--- src/rtl/fetch_unit_pkg.sv ---
// Shared definitions for the instruction-fetch stage: constants, the decode
// register layout and the next-PC selection helper.
package fetch_unit_pkg;

   localparam int          CLOCK_PERIOD       = 10;
   localparam logic [31:0] NOP_INSTR          = 32'h0000_0013;  // addi x0,x0,0
   localparam logic [31:0] DEFAULT_RESET_ADDR = 32'h0000_0000;

   typedef enum logic [1:0] {
      PC_SEL_SEQ    = 2'd0,
      PC_SEL_HOLD   = 2'd1,
      PC_SEL_BRANCH = 2'd2
   } pc_sel_e;

   typedef struct packed {
      logic [31:0] instr;
      logic [31:0] pc;
      logic [31:0] pc_plus_4;
      logic        valid;
   } decode_reg_t;

   localparam decode_reg_t DECODE_BUBBLE = '{
      instr:     NOP_INSTR,
      pc:        32'h0000_0000,
      pc_plus_4: 32'h0000_0000,
      valid:     1'b0
   };

   // A taken branch outranks a stall so a redirect is never lost.
   function automatic pc_sel_e pc_select(input logic branch_taken, input logic stall);
      if (branch_taken)
         return PC_SEL_BRANCH;
      else if (stall)
         return PC_SEL_HOLD;
      else
         return PC_SEL_SEQ;
   endfunction

endpackage

--- src/rtl/fetch_unit_program_counter.sv ---
// Fetch-address register and next-PC mux. Only the word index is stored, so
// the two byte-offset bits of PC_Out are zero by construction.
module program_counter
   import fetch_unit_pkg::*;
#(
   parameter logic [31:0] RESET_ADDR = DEFAULT_RESET_ADDR
) (
   input  logic        CLK,
   input  logic        RST,
   input  logic        Stall_F,
   input  logic        Branch_Taken,
   input  logic [31:0] Branch_Target,
   output logic [31:0] PC_Out
);

   logic [29:0] pc_word;
   logic [29:0] pc_word_next;
   pc_sel_e     sel;
   logic        unused_target_lsbs;

   assign unused_target_lsbs = ^Branch_Target[1:0];
   assign sel                = pc_select(Branch_Taken, Stall_F);

   // NOTE: default assignment first so every path drives pc_word_next; no latch.
   always_comb begin
      pc_word_next = pc_word;
      unique case (sel)
         PC_SEL_BRANCH: pc_word_next = Branch_Target[31:2];
         PC_SEL_HOLD:   pc_word_next = pc_word;
         PC_SEL_SEQ:    pc_word_next = pc_word + 30'd1;  // wraps at 2^30 words
         default:       pc_word_next = pc_word;
      endcase
   end

   // NOTE: sequential state uses non-blocking assignments only.
   always_ff @(posedge CLK or posedge RST) begin
      if (RST)
         pc_word <= RESET_ADDR[31:2];
      else
         pc_word <= pc_word_next;
   end

   assign PC_Out = {pc_word, 2'b00};

endmodule

--- src/rtl/fetch_unit.sv ---
// Instruction-fetch stage: program counter plus the fetch/decode pipeline
// register. Instruction memory sits outside and answers PC_Out on Instr.
module fetch_unit
   import fetch_unit_pkg::*;
#(
   parameter logic [31:0] RESET_ADDR = DEFAULT_RESET_ADDR
) (
   input  logic        CLK,
   input  logic        RST,
   input  logic        Stall_F,
   input  logic        Flush_D,
   input  logic        Branch_Taken,
   input  logic [31:0] Branch_Target,
   input  logic [31:0] Instr,
   output logic [31:0] PC_Out,
   output logic [31:0] Instr_D,
   output logic [31:0] PC_D,
   output logic [31:0] PC_Plus_4_D,
   output logic        Valid_D
);

   decode_reg_t dec_q;
   decode_reg_t dec_next;

   program_counter #(
      .RESET_ADDR (RESET_ADDR)
   ) u_pc (
      .CLK           (CLK),
      .RST           (RST),
      .Stall_F       (Stall_F),
      .Branch_Taken  (Branch_Taken),
      .Branch_Target (Branch_Target),
      .PC_Out        (PC_Out)
   );

   // The word fetched in a redirect cycle is on the wrong path, so a branch
   // squashes it exactly like an explicit flush.
   always_comb begin
      dec_next = dec_q;
      if (Branch_Taken || Flush_D)
         dec_next = DECODE_BUBBLE;
      else if (!Stall_F)
         dec_next = '{
            instr:     Instr,
            pc:        PC_Out,
            pc_plus_4: PC_Out + 32'd4,
            valid:     1'b1
         };
   end

   always_ff @(posedge CLK or posedge RST) begin
      if (RST)
         dec_q <= DECODE_BUBBLE;
      else
         dec_q <= dec_next;
   end

   assign Instr_D     = dec_q.instr;
   assign PC_D        = dec_q.pc;
   assign PC_Plus_4_D = dec_q.pc_plus_4;
   assign Valid_D     = dec_q.valid;

endmodule
--- config.mk ---
export PLATFORM = sky130hd
export DESIGN_NAME = fetch_unit
export DESIGN_NICKNAME = d
export VERILOG_FILES = /design/src/rtl/fetch_unit_pkg.sv /design/src/rtl/fetch_unit_program_counter.sv /design/src/rtl/fetch_unit.sv
export SDC_FILE = /design/constraint.sdc
export NUM_CORES = 1
export LEC_CHECK = 0
export ABC_CLOCK_PERIOD_IN_PS = 5100
export BUFFER_PORTS_ARGS = -buffer_cell sky130_fd_sc_hd__buf_2
export CAP_MARGIN = 5
export CORE_ASPECT_RATIO = 1.1
export CORE_MARGIN = 1.5
export CORE_UTILIZATION = 36
export DETAILED_ROUTE_END_ITERATION = 10
export PLACE_DENSITY = 0.66
export SYNTH_ARGS = -nofsm -noshare
export SYNTH_HDL_FRONTEND = slang
export SYNTH_SLANG_ARGS = --single-unit
--- constraint.sdc ---
create_clock -name CLK -period 5.1 [get_ports CLK]
set_input_delay 0.765 -clock CLK [delete_from_list [all_inputs] [get_ports CLK]]
set_output_delay 0.765 -clock CLK [all_outputs]
set_load 0.02 [all_outputs]
After elaboration in Yosys (flattened, before gate mapping)
Index checks and enable logic that the tools add are counted.
{ "word_totals": {"reg_bits": 127, "inputBits": 69, "wordCells": 17} }
{ "op_classes": {"addsub": 2, "n_eq_ne": 2, "mux": 5, "n_reduce_logical": 3} }
{ "ops": {"columns": ["op", "n"], "rows": [
  ["2-to-1 mux 97 bit", 2],
  ["one-hot mux 30 bit (2 select lines)", 1],
  ["adder 32 x 3 -> 32 bit, second input constant", 1],
  ["adder 30 x 1 -> 30 bit, second input constant", 1],
  ["== test 2 bit, second input constant", 1],
  ["zero test 2 bit", 1],
  ["2-to-1 mux 2 bit", 1],
  ["inequality test 2 x 1 -> 1 bit, second input constant", 1],
  ["nonzero test 2 bit", 1],
  ["logical OR 1 bit", 1],
  ["2-to-1 mux 1 bit", 1]
]} }

Logic depth before layout (Yosys ltp)
{ "logic_depth": {"word_depth": 4, "depth_mapped": 7, "depth_no_buf": 5} }

Modules after synthesis
Synthesis repeated with hierarchy kept, for this count alone.
{ "unflattened": {"hier_cells": 579, "area_unflattened_um2": 5925.7} }
{ "by_module_without_submodules": {"columns": ["mod", "n_inst", "cells_each", "area_per_inst_um2"], "rows": [
  ["fetch_unit", 1, 366, 4093.9],
  ["program_counter", 1, 213, 1831.8]
]} }

Worst setup path after synthesis
No wires, ideal clock.
{ "synth_timing": {"path_kind": "reg-to-reg", "from": "reg u_pc.pc_word[0]", "to": "reg u_pc.pc_word[18]", "setup_time_ns": 0.082, "arrival_time_ns": 2.172, "required_ns": 5.018, "setup_slack_ns": 2.846, "stages_incl_launch_ff": 7, "path_buffers": 1, "synth_period_minus_slack_ns": 2.254, "path_cell_list": "dfrtp_1 -> ha_1 -> nand3_2 -> or4_1 -> clkbuf_2 -> or4_1 -> a31oi_1"} }
{ "synth_via": {"elab_chain_cells": 2} }
{ "synth_lines": {"columns": ["element", "line", "source"], "rows": [
  ["from (decl)", "fetch_unit_program_counter.sv:16", "logic [29:0] pc_word;"],
  ["from (signal assigned)", "fetch_unit_program_counter.sv:38", "pc_word <= RESET_ADDR[31:2];"],
  ["from (signal assigned)", "fetch_unit_program_counter.sv:40", "pc_word <= pc_word_next;"],
  ["adder 30 x 1 -> 30 bit", "fetch_unit_program_counter.sv:30", "PC_SEL_SEQ: pc_word_next = pc_word + 30'd1;"],
  ["one-hot mux 30 bit (2 select lines)", "fetch_unit_program_counter.sv:27", "unique case (sel)"]
]} }
Every way passes these cells.
A chain may end at the register's enable or synchronous reset.

Final worst setup path
{ "layout_timing": {"from": "reg u_pc.pc_word[0]", "to": "reg u_pc.pc_word[20]"} }
Same word-level chain as after synthesis.

==> run_results.csv <==
group,metric,value,unit
clock_network,numCtsBuffers,17,
timing,clock_skew,0.01082,ns
worst_setup_path,crit_required,5.43,ns
grt,grt_start_max_net_pins,66,
timing,drv_slew,0,
die,die-area,16660,sq um
placement,port_buffers,189,
route,first_iter_violations,367,
die,ioPinCount,198,
power_and_ir_drop,clkPwrFrac,0.440,
timing,period_share,0.5173,
yosys,avgSynthCellArea,10.12,sq um
die,core,15620,sq um
placement,place_congestion,0.7740,
yosys,ys_warn_count,0,
die,rows,48,
clock_network,post_cts.repair.setup_buffers,0,
power_and_ir_drop,p_leak,3.593,nW
worst_setup_path,critPathKind,"reg -> reg",
outcome,status,"complete, no violations",
power_and_ir_drop,vdd_drop_max,0.1713,mV
clock_network,clk_pin_slew_worst_paths,0.06,ns
route,wirelength,16.19,mm
route,dr.pass1.iters,5,
grt,grt_overflow_total,0,
timing,setup_violations,0,
die,die_height,135.2,um
min_path,min_path_cells,2,
timing,hold_viol,0,
clock_network,hold_buffers,0,
timing,tns,0,ns
min_path,min_delay_worst_endpoint,"Valid_D$_DFFE_PP0P_",
clock_network,clock_sinks,123,
worst_setup_path,worstRegToRegCells,5,
worst_setup_path,crit_path_end_kind,"flop",
yosys,synthArstFlopShare,1.000,
timing,slew_headroom,0.2789,
power_and_ir_drop,p_sw_frac,0.2956,
yosys,synth_top_area_cell,"dfrtp_1",
die,die_w,123.2,um
clock_network,htree_levels,4,
clock_network,cts_tree,"built",
power_and_ir_drop,intPower,1.759,mW
yosys,synth.area.top_cells,"dfrtp_1 52%, a22o_1 7.3%, nand2_1 4.9%",
clock_network,clk_latency,0.41,ns
clock_network,clockBufferDepth,2,
worst_setup_path,crit_arrival,2.97,ns
power_and_ir_drop,power.density,342.9,nW/um^2
route,drt.antenna.violating_nets,0,
placement,dp_hpwl,10.72,mm
die,initial_utilization,0.3663,
yosys,yosys_most_used_dff,"dfrtp_1",
yosys,ys_types,50,
route,drc,0,
timing,fin_crit,2.638,ns
placement,place_inst,904,
layout,drive_gt1_frac,0.3302,
worst_setup_path,path_max_fanout,14,
power_and_ir_drop,p_sw,738.3,uW
route,num_vias,5008,
grt,grt_pass1_vias,4733,
layout,final_cells,937,
clock_network,root_buffer,"clkbuf_16",
grt,grt_antenna_before_repair,2,
yosys,netlist_area,5720,sq um
yosys,postSynthCellCount,565,
yosys,netlist.area_leader.share,0.5249,
clock_network,ctsResizeCount,0,
layout,area_growth,27.32,%
yosys,synth-edff-count,0,
layout,final_common_cell,"buf_2",
worst_setup_path,r2r_setup_slack,2.46,ns
route,wire_per_inst,17.27,um
layout,nNetsFinal,793,
timing,fmax,379.0,MHz
worst_setup_path,r2r-start,"u_pc.pc_word[0]$_DFFE_PP0P_",
timing,rsz0062_at_grt,"false",
power_and_ir_drop,seqPwrFrac,0.438,
min_path,hold_path.startpoint,"Valid_D$_DFFE_PP0P_",
worst_setup_path,regToRegEndpoint,"u_pc.pc_word[20]$_DFFE_PP0P_",
layout,fillers,1547,
timing,worstMarginPinSlew,1.072,ns
power_and_ir_drop,power_frac_comb,0.122,
route,viasPerCell,5.345,
grt,grt_pass1_wl,25.34,mm
worst_setup_path,startpoint_type,"flop",
layout,layout_common_cells,"189 x buf_2, 120 x dfrtp_1, 75 x nand2_1, 48 x a22o_1, 35 x o21ai_0",
yosys,seq_area_frac_synth,0.5387,
grt,track_usage,0.1967,
run,timing.max_cap.violations,0,
yosys,synth_seq_cells,123,
min_path,hp-class,"reg -> reg",
how the worst max path moves through the flow:
stage	start	endpoint	slack (ns)	cells after the start
3_5_place_dp	Branch_Taken	PC_Plus_4_D[27]$_DFFE_PP0P_	2.07	7
3_3_place_gp	Branch_Taken	PC_Plus_4_D[27]$_DFFE_PP0P_	2.07	7
4_1_cts	u_pc.pc_word[0]$_DFFE_PP0P_	u_pc.pc_word[20]$_DFFE_PP0P_	2.46	5
2_1_floorplan	RST	Instr_D[10]$_DFFE_PP0P_	1.07	1
5_1_grt	u_pc.pc_word[0]$_DFFE_PP0P_	u_pc.pc_word[28]$_DFFE_PP0P_	2.29	5
6_report	u_pc.pc_word[0]$_DFFE_PP0P_	u_pc.pc_word[20]$_DFFE_PP0P_	2.46	5
cells by family (layout without fill, tap and decap cells):
family	Yosys count	after routing	share of synthesized area
xor gates and xnor gates	24	24	0.03675
AOI/OAI and AO/OA	138	138	0.1780
other	1	7	0.0006555
and+or+nand+nor	205	205	0.1870
adders and majority gates	1	1	0.002187
DFF	123	123	0.5387
buffers and inverters	73	239	0.05665
per-stage QoR:
step / setup slack [ns] / hold WS [ns] / power [mW] / utilization / cell area (sq um)
2_1_floorplan: 1.069 / 0.5827 / 1.303 / - / 5739
3_3_place_gp: 2.065 / 0.4514 / 1.416 / 0.4317 / 6740
3_5_place_dp: 2.069 / 0.4592 / 1.420 / 0.4317 / 6740
4_1_cts: 2.464 / 0.4731 / 2.533 / 0.4663 / 7281
5_1_grt: 2.288 / 0.4972 / 2.618 / 0.4663 / 7281
6_report: 2.462 / 0.4660 / 2.497 / 0.4664 / 7283
metal layers:
layer  share of wire  global-route usage  routed length [um]
met5         0.00068                   0                  11
met3           0.070             0.06397                1138
met4           0.017             0.06386                 273
met1            0.46              0.2671                7372
met2            0.46              0.2972                7390
synthesized netlist by cell type, types with 2 or more instances:
master,count
or4_1,11
inv_1,9
xor2_1,3
a21oi_1,7
clkbuf_2,4
or3_1,5
and4_1,4
dfstp_2,3
o311ai_0,8
nand2_1,75
nand4_4,2
buf_1,4
nor2_1,24
a221o_1,3
o211ai_1,9
buf_2,6
nor3_1,12
and3_1,4
a22o_1,48
nor4_1,16
or2_2,2
xnor2_1,21
a32oi_1,2
clkbuf_1,40
a311oi_1,2
a311o_1,2
a31oi_1,9
a211o_1,5
nor2b_1,2
o21ai_0,35
nand4b_1,3
dfrtp_1,120
o31ai_1,3
nand3_1,24
nand4_1,14
o22a_1,3
buf_4,8
sequential cells by signal, indices dropped and copies added, names as in the netlist:
name / count
Instr_D: 32
PC_Plus_4_D: 30
Valid_D: 1
u_pc.pc_word: 30
PC_D: 30
worst max-delay path, stage by stage, from the launching register on:
cell     delay (ns)
dfrtp_1        0.49
ha_1           0.27
nand3_2        0.30
or4_1          0.81
or4_1          0.52
a31oi_1        0.17
power by group through the flow:
| stage | sequential, mW | combinational [mW] | clock [mW] |
|---|---|---|---|
| CTS | 1.09 | 0.310 | 1.13 |
| global placement | 1.11 | 0.306 | 0 |
| finish | 1.09 | 0.306 | 1.10 |
| detailed placement | 1.11 | 0.309 | 0 |
| global route | 1.10 | 0.336 | 1.18 |
| floorplan | 1.14 | 0.164 | 0 |
area by class of cell:
| cell class | instances | area, sq um | area share |
|---|---|---|---|
| clock inverter | 15 | 115.1 | 0.01580 |
| inverter | 10 | 40.04 | 0.005497 |
| tap | 200 | 250.2 | 0.03436 |
| multi-input combinational | 374 | 2350 | 0.3226 |
| timing repair buffer | 197 | 1018 | 0.1398 |
| clock buffer | 17 | 425.4 | 0.05841 |
| antenna | 1 | 2.502 | 0.0003436 |
| sequential | 123 | 3082 | 0.4231 |
(Power assumes the default switching activity.)
